===== src/rtl/pipe_pkg.sv =====
//------------------------------------------------------------------------------
// Module : pipe_pkg
// Brief  : Shared encodings for the pipeline hazard controller.
// Rev    : 1.0
//------------------------------------------------------------------------------
`default_nettype none

package pipe_pkg;

    typedef enum logic [1:0] {
        ST_RUN      = 2'd0,
        ST_LU_STALL = 2'd1,
        ST_MEM_WAIT = 2'd2
    } state_t;

    localparam logic [1:0] FWD_RF  = 2'b00;
    localparam logic [1:0] FWD_MEM = 2'b10;
    localparam logic [1:0] FWD_WB  = 2'b01;

    localparam logic [4:0] REG_ZERO = 5'd0;

    // Register 0 is hardwired, so it never creates a dependency.
    function automatic logic reg_match(input logic [4:0] dst, input logic [4:0] src);
        return (dst != REG_ZERO) && (dst == src);
    endfunction

endpackage

`default_nettype wire


===== src/rtl/pipe_fwd_unit.sv =====
//------------------------------------------------------------------------------
// Module : pipe_fwd_unit
// Brief  : Combinational EX-stage operand forwarding select.
// Rev    : 1.0
//------------------------------------------------------------------------------
`default_nettype none

module pipe_fwd_unit
    import pipe_pkg::*;
(
    input  logic       i_mem_regw,
    input  logic [4:0] i_mem_wbdst,
    input  logic       i_wb_regw,
    input  logic [4:0] i_wb_wbdst,
    input  logic [4:0] i_ex_rs,
    input  logic [4:0] i_ex_rt,
    output logic [1:0] o_fwd_a,
    output logic [1:0] o_fwd_b
);

    // The younger producer (EX/MEM) holds the newest value and wins.
    function automatic logic [1:0] fwd_sel(input logic [4:0] src,
                                           input logic       mem_regw,
                                           input logic [4:0] mem_dst,
                                           input logic       wb_regw,
                                           input logic [4:0] wb_dst);
        if (mem_regw && reg_match(mem_dst, src)) begin
            return FWD_MEM;
        end else if (wb_regw && reg_match(wb_dst, src)) begin
            return FWD_WB;
        end
        return FWD_RF;
    endfunction

    always_comb begin
        o_fwd_a = fwd_sel(i_ex_rs, i_mem_regw, i_mem_wbdst, i_wb_regw, i_wb_wbdst);
        o_fwd_b = fwd_sel(i_ex_rt, i_mem_regw, i_mem_wbdst, i_wb_regw, i_wb_wbdst);
    end

endmodule

`default_nettype wire


===== src/rtl/pipe_hazard_ctrl.sv =====
//------------------------------------------------------------------------------
// Module : pipe_hazard_ctrl
// Brief  : 5-stage pipeline register sequencing: stalls, flushes, forwarding.
// Rev    : 1.0
//------------------------------------------------------------------------------
`default_nettype none

module pipe_hazard_ctrl
    import pipe_pkg::*;
#(
    parameter int MEM_TIMEOUT = 16,
    parameter int CNT_W       = 16
) (
    input  logic             clk,
    input  logic             rst,
    input  logic [4:0]       i_id_rs,
    input  logic [4:0]       i_id_rt,
    input  logic             i_ex_memread,
    input  logic [4:0]       i_ex_wbdst,
    input  logic             i_mem_regw,
    input  logic [4:0]       i_mem_wbdst,
    input  logic             i_wb_regw,
    input  logic [4:0]       i_wb_wbdst,
    input  logic [4:0]       i_ex_rs,
    input  logic [4:0]       i_ex_rt,
    input  logic             i_br_taken,
    input  logic             i_dmem_req,
    input  logic             i_dmem_ack,
    output logic             o_pc_en,
    output logic             o_ifid_en,
    output logic             o_idex_en,
    output logic             o_exmem_en,
    output logic             o_memwb_en,
    output logic             o_ifid_flush,
    output logic             o_idex_flush,
    output logic             o_memwb_bubble,
    output logic [1:0]       o_fwd_a,
    output logic [1:0]       o_fwd_b,
    output logic             o_mem_err,
    output logic [CNT_W-1:0] o_stall_cnt
);

    localparam int               WAIT_W    = (MEM_TIMEOUT > 2) ? $clog2(MEM_TIMEOUT) : 1;
    localparam logic [WAIT_W-1:0] WAIT_LAST = WAIT_W'(MEM_TIMEOUT - 1);

    state_t             r_state;
    logic [WAIT_W-1:0]  r_wait_cnt;
    logic               r_mem_err;
    logic [CNT_W-1:0]   r_stall_cnt;

    state_t             w_state_nxt;
    logic [WAIT_W-1:0]  w_wait_nxt;
    logic               w_err_set;
    logic               w_pc_en;
    logic               w_ifid_en;
    logic               w_idex_en;
    logic               w_exmem_en;
    logic               w_memwb_en;
    logic               w_ifid_flush;
    logic               w_idex_flush;
    logic               w_bubble;
    logic [1:0]         w_fwd_a;
    logic [1:0]         w_fwd_b;

    logic w_load_use;
    logic w_mem_miss;
    logic w_wait_done;

    assign w_load_use  = i_ex_memread &&
                         (reg_match(i_ex_wbdst, i_id_rs) || reg_match(i_ex_wbdst, i_id_rt));
    assign w_mem_miss  = i_dmem_req && !i_dmem_ack;
    assign w_wait_done = i_dmem_ack || (r_wait_cnt == WAIT_LAST);

    pipe_fwd_unit u_fwd (
        .i_mem_regw  (i_mem_regw),
        .i_mem_wbdst (i_mem_wbdst),
        .i_wb_regw   (i_wb_regw),
        .i_wb_wbdst  (i_wb_wbdst),
        .i_ex_rs     (i_ex_rs),
        .i_ex_rt     (i_ex_rt),
        .o_fwd_a     (w_fwd_a),
        .o_fwd_b     (w_fwd_b)
    );

    always_comb begin
        w_state_nxt  = ST_RUN;
        w_wait_nxt   = '0;
        w_err_set    = 1'b0;
        w_pc_en      = 1'b1;
        w_ifid_en    = 1'b1;
        w_idex_en    = 1'b1;
        w_exmem_en   = 1'b1;
        w_memwb_en   = 1'b1;
        w_ifid_flush = 1'b0;
        w_idex_flush = 1'b0;
        w_bubble     = 1'b0;

        case (r_state)
            ST_RUN, ST_LU_STALL: begin
                if (w_mem_miss) begin
                    w_pc_en     = 1'b0;
                    w_ifid_en   = 1'b0;
                    w_idex_en   = 1'b0;
                    w_exmem_en  = 1'b0;
                    w_bubble    = 1'b1;
                    w_state_nxt = ST_MEM_WAIT;
                end else if (r_state == ST_RUN && w_load_use) begin
                    w_pc_en      = 1'b0;
                    w_ifid_en    = 1'b0;
                    w_idex_flush = 1'b1;
                    w_state_nxt  = ST_LU_STALL;
                end else if (r_state == ST_RUN && i_br_taken) begin
                    w_ifid_flush = 1'b1;
                    w_idex_flush = 1'b1;
                end
            end
            ST_MEM_WAIT: begin
                // A timeout releases the pipe exactly like an ack; the loaded data is garbage.
                if (w_wait_done) begin
                    w_err_set = !i_dmem_ack;
                end else begin
                    w_pc_en     = 1'b0;
                    w_ifid_en   = 1'b0;
                    w_idex_en   = 1'b0;
                    w_exmem_en  = 1'b0;
                    w_bubble    = 1'b1;
                    w_wait_nxt  = r_wait_cnt + 1'b1;
                    w_state_nxt = ST_MEM_WAIT;
                end
            end
            default: begin
                w_state_nxt = ST_RUN;
            end
        endcase
    end

    always_ff @(posedge clk or posedge rst) begin
        if (rst) begin
            r_state     <= ST_RUN;
            r_wait_cnt  <= '0;
            r_mem_err   <= 1'b0;
            r_stall_cnt <= '0;
        end else begin
            r_state    <= w_state_nxt;
            r_wait_cnt <= w_wait_nxt;
            if (w_err_set) begin
                r_mem_err <= 1'b1;
            end
            if (!w_pc_en && (r_stall_cnt != {CNT_W{1'b1}})) begin
                r_stall_cnt <= r_stall_cnt + 1'b1;
            end
        end
    end

    // Reset must force safe values in the same cycle, so it gates the decode directly.
    assign o_pc_en        = !rst && w_pc_en;
    assign o_ifid_en      = !rst && w_ifid_en;
    assign o_idex_en      = !rst && w_idex_en;
    assign o_exmem_en     = !rst && w_exmem_en;
    assign o_memwb_en     = !rst && w_memwb_en;
    assign o_ifid_flush   = !rst && w_ifid_flush;
    assign o_idex_flush   = !rst && w_idex_flush;
    assign o_memwb_bubble = rst || w_bubble;
    assign o_fwd_a        = rst ? FWD_RF : w_fwd_a;
    assign o_fwd_b        = rst ? FWD_RF : w_fwd_b;
    assign o_mem_err      = r_mem_err;
    assign o_stall_cnt    = r_stall_cnt;

endmodule

`default_nettype wire


===== config.mk =====
export PLATFORM = sky130hd
export DESIGN_NAME = pipe_hazard_ctrl
export DESIGN_NICKNAME = d
export VERILOG_FILES = /design/src/rtl/pipe_pkg.sv /design/src/rtl/pipe_fwd_unit.sv /design/src/rtl/pipe_hazard_ctrl.sv
export SDC_FILE = /design/constraint.sdc
export NUM_CORES = 1
export LEC_CHECK = 0
export BUFFER_PORTS_ARGS = -buffer_cell sky130_fd_sc_hd__buf_2
export CAP_MARGIN = 25
export CORE_MARGIN = 10
export CORE_UTILIZATION = 40
export DETAILED_ROUTE_END_ITERATION = 6
export PLACE_DENSITY = 0.68
export SLEW_MARGIN = 10
export SYNTH_ARGS = -nofsm -noshare
export SYNTH_HDL_FRONTEND = slang
export SYNTH_SLANG_ARGS = --single-unit
export TNS_END_PERCENT = 30

===== constraint.sdc =====
create_clock -name clk -period 3.8 [get_ports clk]
set_clock_uncertainty 0.1 [all_clocks]
set_input_delay 0.95 -clock clk [delete_from_list [all_inputs] [get_ports clk]]
set_output_delay 0.95 -clock clk [all_outputs]
set_load 0.02 [all_outputs]

==> impl_metrics.toml, run 1 <==
[outcome]
run_status = "completed"

[timing]
hold_viol = 0
min_period_over_period = 0.916
finalSetupViolations = 0
final.setup.tns_ns = 0
setup_repair_after_global_routing_missed_its_margin = "false"
timing.fmax_mhz = 287
slew_violations = 0
slew-limit-headroom = 0.617
fin_crit_ns = 3.48
tightest_slew_ns = 0.573

[logic_synthesis]
postSynthAreaPerCell_sq_um = 9.61
ys_types = 36
net_count_after_synthesis = 209
syn_inst = 164
async_reset_ff_frac = 1.00
synth_enable_flop_cells = 0
synth_flop_cell = "dfrtp_1"
syn-cell-area_sq_um = 1580
yosysSeqAreaShare = 0.365
synth.ff_latch_count = 23
yosys_warnings = 0

[finish]
design.final.nets = 282
area_growth_syn_to_layout_pct = 27.9
layout.cell_area.non_filler_sq_um = 2020
fillers = 365
seq_area_sq_um = 576
post_route_cells_drive_above_1_share = 0.373
multiInputGateArea_sq_um = 951
antenna_cells_inserted = 0

[route]
number_of_drc_markers_after_the_initial_detailed_route_iteration = 38
vias_per_cell = 5.12
vias = 1453
drt.antenna.violating_nets = 0
drtPass1Iterations = 4
final_wl_microns = 4080
route.detailed.drc = 0
routed_wire_length_per_instance_microns = 14.4

[pwr]
power_density_nw_per_um2 = 396
power.static_leakage_nw = 0.967
vdd.ir_drop.worst_v = 0.000200

[cts]
tritoncts_clock_tree = "built"
cts_post_setup_buffers_inserted = 0
clockBufferDepth = 2
clock_slew_at_reported_path_ffs_ns = 0.08
cts_num_sinks = 23
ctsRootBufferMaster = "clkbuf_8"
cts-hold-fix-buffers = 0
post_cts_resized = 0
cts_htree_levels = 1
clkLatencyLatePin_ns = 0.26
cts_made_buffers = 3

[worst_setup_path]
path_class = "primary input to primary output"
critical_path.startpoint_type = "primary input"
worst_setup_path_end_kind = "primary output"
critical_path_required_time_ns = 2.75
cp_data_arrival_time_ns = 2.43
crit_fanout = 4

[die]
placementRows = 22
die_area_sq_um = 6850
start_util = 0.421
dieHeight_microns = 82.8
die_w_microns = 82.8
io_pins = 72
core-area_sq_um = 3740

[global_routing]
first_global_vias = 1612
gr-total-overflow = 0
grt_antenna_before_repair = 0
largest_net_degree_at_the_start_of_global_routing = 26
globalRouteTotalUtil = 0.125
global_route_wire_length_before_repair_microns = 6810

[worst_hold_path]
hp-class = "flop to flop"

[place]
port-buffer-count = 71
dp_hpwl_microns = 3460
placement.cell_area_sq_um = 1970
globalplace.congestion = 0.825

[flow_run]
cap_viol_max_count = 0
## power breakdown
group          switching (mW)  internal [mW]  total, mW
clock network          0.0731         0.0748      0.148
registers              0.0519          0.286      0.338
logic                   0.186          0.127      0.313
## final cells by class
| cell class | count | share of cell area |
|---|---|---|
| multi-input combinational | 132 | 0.471 |
| tap | 48 | 0.0298 |
| timing repair buffer | 72 | 0.180 |
| inverter | 5 | 0.0112 |
| clock buffer | 4 | 0.0223 |
| sequential | 23 | 0.285 |
## layer usage
| metal | track usage | share of wire | routed length (microns) | vias up |
|---|---|---|---|---|
| li1 | - | - | - | 714 |
| met1 | 0.144 | 0.42 | 1720 | 652 |
| met2 | 0.182 | 0.41 | 1680 | 79 |
| met3 | 0.0711 | 0.15 | 606 | 8 |
| met4 | 0.0635 | 0.017 | 70 | 0 |
| met5 | 0 | 0 | 0 | - |
## cell usage in the layout (no fill, tap or decap), types with 3 or more instances in the layout
master,Yosys,final
and3_1,5,5
buf_2,1,71
clkbuf_8,0,3
dfrtp_1,23,23
inv_1,5,4
nand2_1,11,11
nand3_1,10,10
nand3_2,5,5
nand4_1,6,6
nor2_1,16,16
nor3_1,3,3
nor4_1,5,5
or4_1,4,4
xnor2_1,23,23
xor2_1,21,21
## registers in the layout, indices dropped and copies added, names as in the netlist
signal,cells
o_stall_cnt,16
r_state,2
o_mem_err,1
r_wait_cnt,4
## path summary, 6_finish.rpt
path	slack, ns	start	to	cells after the start
max in group asynchronous	2.67	rst	o_stall_cnt[15]	3
hold reg to reg	0.36	r_wait_cnt[0]	r_wait_cnt[0]	1
setup reg to reg	1.45	o_stall_cnt[0]	o_stall_cnt[1]	6
hold / removal	0.36	r_wait_cnt[0]	r_wait_cnt[0]	1
min in group asynchronous	0.70	rst	r_wait_cnt[0]	3
setup / recovery	0.32	i_mem_wbdst[0]	o_fwd_a[0]	6
## cell families after synthesis
| group | after synthesis | synth area share |
|---|---|---|
| and+or+nand+nor | 71 | 0.252 |
| xor gates and xnor gates | 44 | 0.244 |
| DFF | 23 | 0.365 |
| AOI/OAI and AO/OA | 13 | 0.0770 |
| buffers and inverters | 9 | 0.0317 |
| muxes | 2 | 0.0143 |
| adders and majority gates | 2 | 0.0159 |
## Yosys cell counts (2+ instances only)
| cell | n | area [sq um] |
|---|---|---|
| nand2_1 | 11 | 41.3 |
| nor4_1 | 5 | 31.3 |
| a31oi_1 | 2 | 12.5 |
| nand3_1 | 10 | 50.1 |
| or4_1 | 4 | 30.0 |
| dfrtp_1 | 23 | 576 |
| nand3_2 | 5 | 50.1 |
| xor2_1 | 21 | 184 |
| nand4_1 | 6 | 37.5 |
| and3_1 | 5 | 31.3 |
| nor3_1 | 3 | 15.0 |
| ha_1 | 2 | 25.0 |
| buf_4 | 2 | 15.0 |
| xnor2_1 | 23 | 201 |
| nor2_1 | 16 | 60.1 |
| inv_1 | 5 | 18.8 |
| mux2_1 | 2 | 22.5 |
## worst max-delay path, stage by stage
cell     delay (ns)
buf_2          0.13
or4_1          0.52
o21ai_1        0.25
nor3_1         0.10
nor4_1         0.27
buf_2          0.21
## through the flow
stage	worst slack (ns)	instances	hold slack [ns]	utilization	total power, mW
2_1_floorplan	0.151	164	0.332	-	0.554
3_3_place_gp	0.346	280	0.357	0.527	0.657
3_5_place_dp	0.316	280	0.358	0.527	0.662
4_1_cts	0.317	284	0.369	0.539	0.814
5_1_grt	0.107	284	0.403	0.539	0.862
6_report	0.320	284	0.360	0.539	0.799
No activity file was read; power rests on OpenSTA's default activity.
==> run 2: changes to the inputs <==
--- a/config.mk
+++ b/config.mk
@@ -7,10 +7,12 @@
 export LEC_CHECK = 0
 export BUFFER_PORTS_ARGS = -buffer_cell sky130_fd_sc_hd__buf_2
 export CAP_MARGIN = 25
+export CELL_PAD_IN_SITES_DETAIL_PLACEMENT = 2
+export CELL_PAD_IN_SITES_GLOBAL_PLACEMENT = 2
 export CORE_MARGIN = 10
-export CORE_UTILIZATION = 40
+export CORE_UTILIZATION = 27
 export DETAILED_ROUTE_END_ITERATION = 6
-export PLACE_DENSITY = 0.68
+export PLACE_DENSITY = 0.78
 export SLEW_MARGIN = 10
 export SYNTH_ARGS = -nofsm -noshare
 export SYNTH_HDL_FRONTEND = slang
==> impl_metrics.toml, run 2 (synthesis results as in run 1) <==
[route]
route.detailed.drc = 0
routed_wire_length_per_instance_microns = 16.1
drtPass1Iterations = 2
vias_per_cell = 4.85
drt.antenna.violating_nets = 0
final_wl_microns = 4950
number_of_drc_markers_after_the_initial_detailed_route_iteration = 31
vias = 1495

[global_routing]
globalRouteTotalUtil = 0.110
grt_antenna_before_repair = 0
first_global_vias = 1744
gr-total-overflow = 0
global_route_wire_length_before_repair_microns = 8170
largest_net_degree_at_the_start_of_global_routing = 26

[cts]
clock_slew_at_reported_path_ffs_ns = 0.09
cts_made_buffers = 3
cts_post_setup_buffers_inserted = 0
tritoncts_clock_tree = "built"
ctsRootBufferMaster = "clkbuf_8"
cts_htree_levels = 1
cts-hold-fix-buffers = 0
clkLatencyLatePin_ns = 0.27
cts_num_sinks = 23
post_cts_resized = 0
clockBufferDepth = 2

[finish]
design.final.nets = 282
largest_reg_flops = 16
area_growth_syn_to_layout_pct = 29.8
most_common_library_cell_in_the_layout_ignoring_fill_and_taps = "buf_2"
post_route_cells_drive_above_1_share = 0.373
mostFrequentLayoutCells = "buf_2 (71), xnor2_1 (23), dfrtp_1 (23)"
antenna_cells_inserted = 0

[die]
dieHeight_microns = 96.4
placementRows = 27
die_area_sq_um = 9290
start_util = 0.283
io_pins = 72
die_w_microns = 96.4
core-area_sq_um = 5570

[timing]
final.setup.tns_ns = 0
min_period_over_period = 0.953
setup_repair_after_global_routing_missed_its_margin = "false"
tightest_slew_ns = 0.603
fin_crit_ns = 3.62
hold_viol = 0
timing.fmax_mhz = 276
slew_violations = 0
finalSetupViolations = 0
slew-limit-headroom = 0.597

[worst_setup_path]
worst_setup_path_endpoint = "o_fwd_a[0]"
path_class = "primary input to primary output"
critPathLaunch = "i_mem_wbdst[0]"
worst-r2r-setup-slack_ns = 1.36
critical_path.most_common_cell = "buf_2"
rr_worst_depth = 6
worst_path_max_delay_cell = "or4_1"
cp_data_arrival_time_ns = 2.57
crit_fanout = 4
critical_path_required_time_ns = 2.75
critical_path.reg2reg.endpoint = "o_stall_cnt[1]"
timing.critical_path.cells = "buf_2 -> or4_1 -> o21ai_1 -> nor3_1 -> nor4_1 -> buf_2"
critical_path.max_stage_delay_ns = 0.51
critical_path.startpoint_type = "primary input"
rr_startpoint = "o_stall_cnt[0]"
worst_setup_path_end_kind = "primary output"

[flow_run]
cap_viol_max_count = 0

[pwr]
power_density_nw_per_um2 = 402
vdd.ir_drop.worst_v = 0.000202
overall_power_after_layout_mw = 0.822
power.static_leakage_nw = 0.967

[place]
globalplace.congestion = 0.760
dp_hpwl_microns = 4250
port-buffer-count = 71

[worst_hold_path]
hp-class = "flop to flop"

[outcome]
run_status = "completed"
==> run 2: layout make-up <==
cell class / instances / area [sq um]
Clock buffer: 4 / 45.0
Fill cell: 643 / 3530
Inverter: 5 / 22.5
Multi-Input combinational cell: 132 / 951
Sequential cell: 23 / 576
Tap cell: 72 / 90.1
Timing Repair Buffer: 72 / 363
==> run 2: critical path, delay by kind of cell <==
| family | cells | cell delay (ns) |
|---|---|---|
| AND/OR/NAND/NOR | 3 | 0.98 |
| buffers and inverters | 2 | 0.36 |
| AO/OA/AOI/OAI | 1 | 0.27 |
==> run 2: worst min-delay path by stage <==
| stage | start | endpoint | cells after the start |
|---|---|---|---|
| detailed placement | r_wait_cnt[0] | r_wait_cnt[0] | 1 |
| floorplan | r_wait_cnt[0] | r_wait_cnt[0] | 1 |
| global placement | r_wait_cnt[0] | r_wait_cnt[0] | 1 |
| CTS | r_wait_cnt[0] | r_wait_cnt[0] | 1 |
| finish | r_wait_cnt[0] | r_wait_cnt[0] | 1 |
| global route | r_wait_cnt[0] | r_wait_cnt[0] | 1 |
==> run 2: routing by layer <==
metal	GRT usage	routed length (microns)	up-vias
met1	0.119	2020	710
met5	0	0	-
met3	0.0563	625	6
li1	-	-	716
met4	0.0339	68	0
met2	0.184	2240	63
==> run 2: power by group <==
part,switching (mW),total [mW],internal (mW)
Sequential,0.0573,0.343,0.286
Clock,0.0813,0.156,0.0749
Combinational,0.194,0.323,0.128
==> run 2: per-stage QoR <==
| stage | setup WS [ns] | cell area (sq um) | hold slack [ns] | instances | util |
|---|---|---|---|---|---|
| 2_1_floorplan | 0.151 | 1580 | 0.332 | 164 | - |
| 3_3_place_gp | 0.343 | 2000 | 0.359 | 304 | 0.359 |
| 3_5_place_dp | 0.169 | 2000 | 0.361 | 304 | 0.359 |
| 4_1_cts | 0.166 | 2050 | 0.373 | 308 | 0.367 |
| 5_1_grt | 0.0668 | 2050 | 0.396 | 308 | 0.367 |
| 6_report | 0.180 | 2050 | 0.377 | 308 | 0.367 |
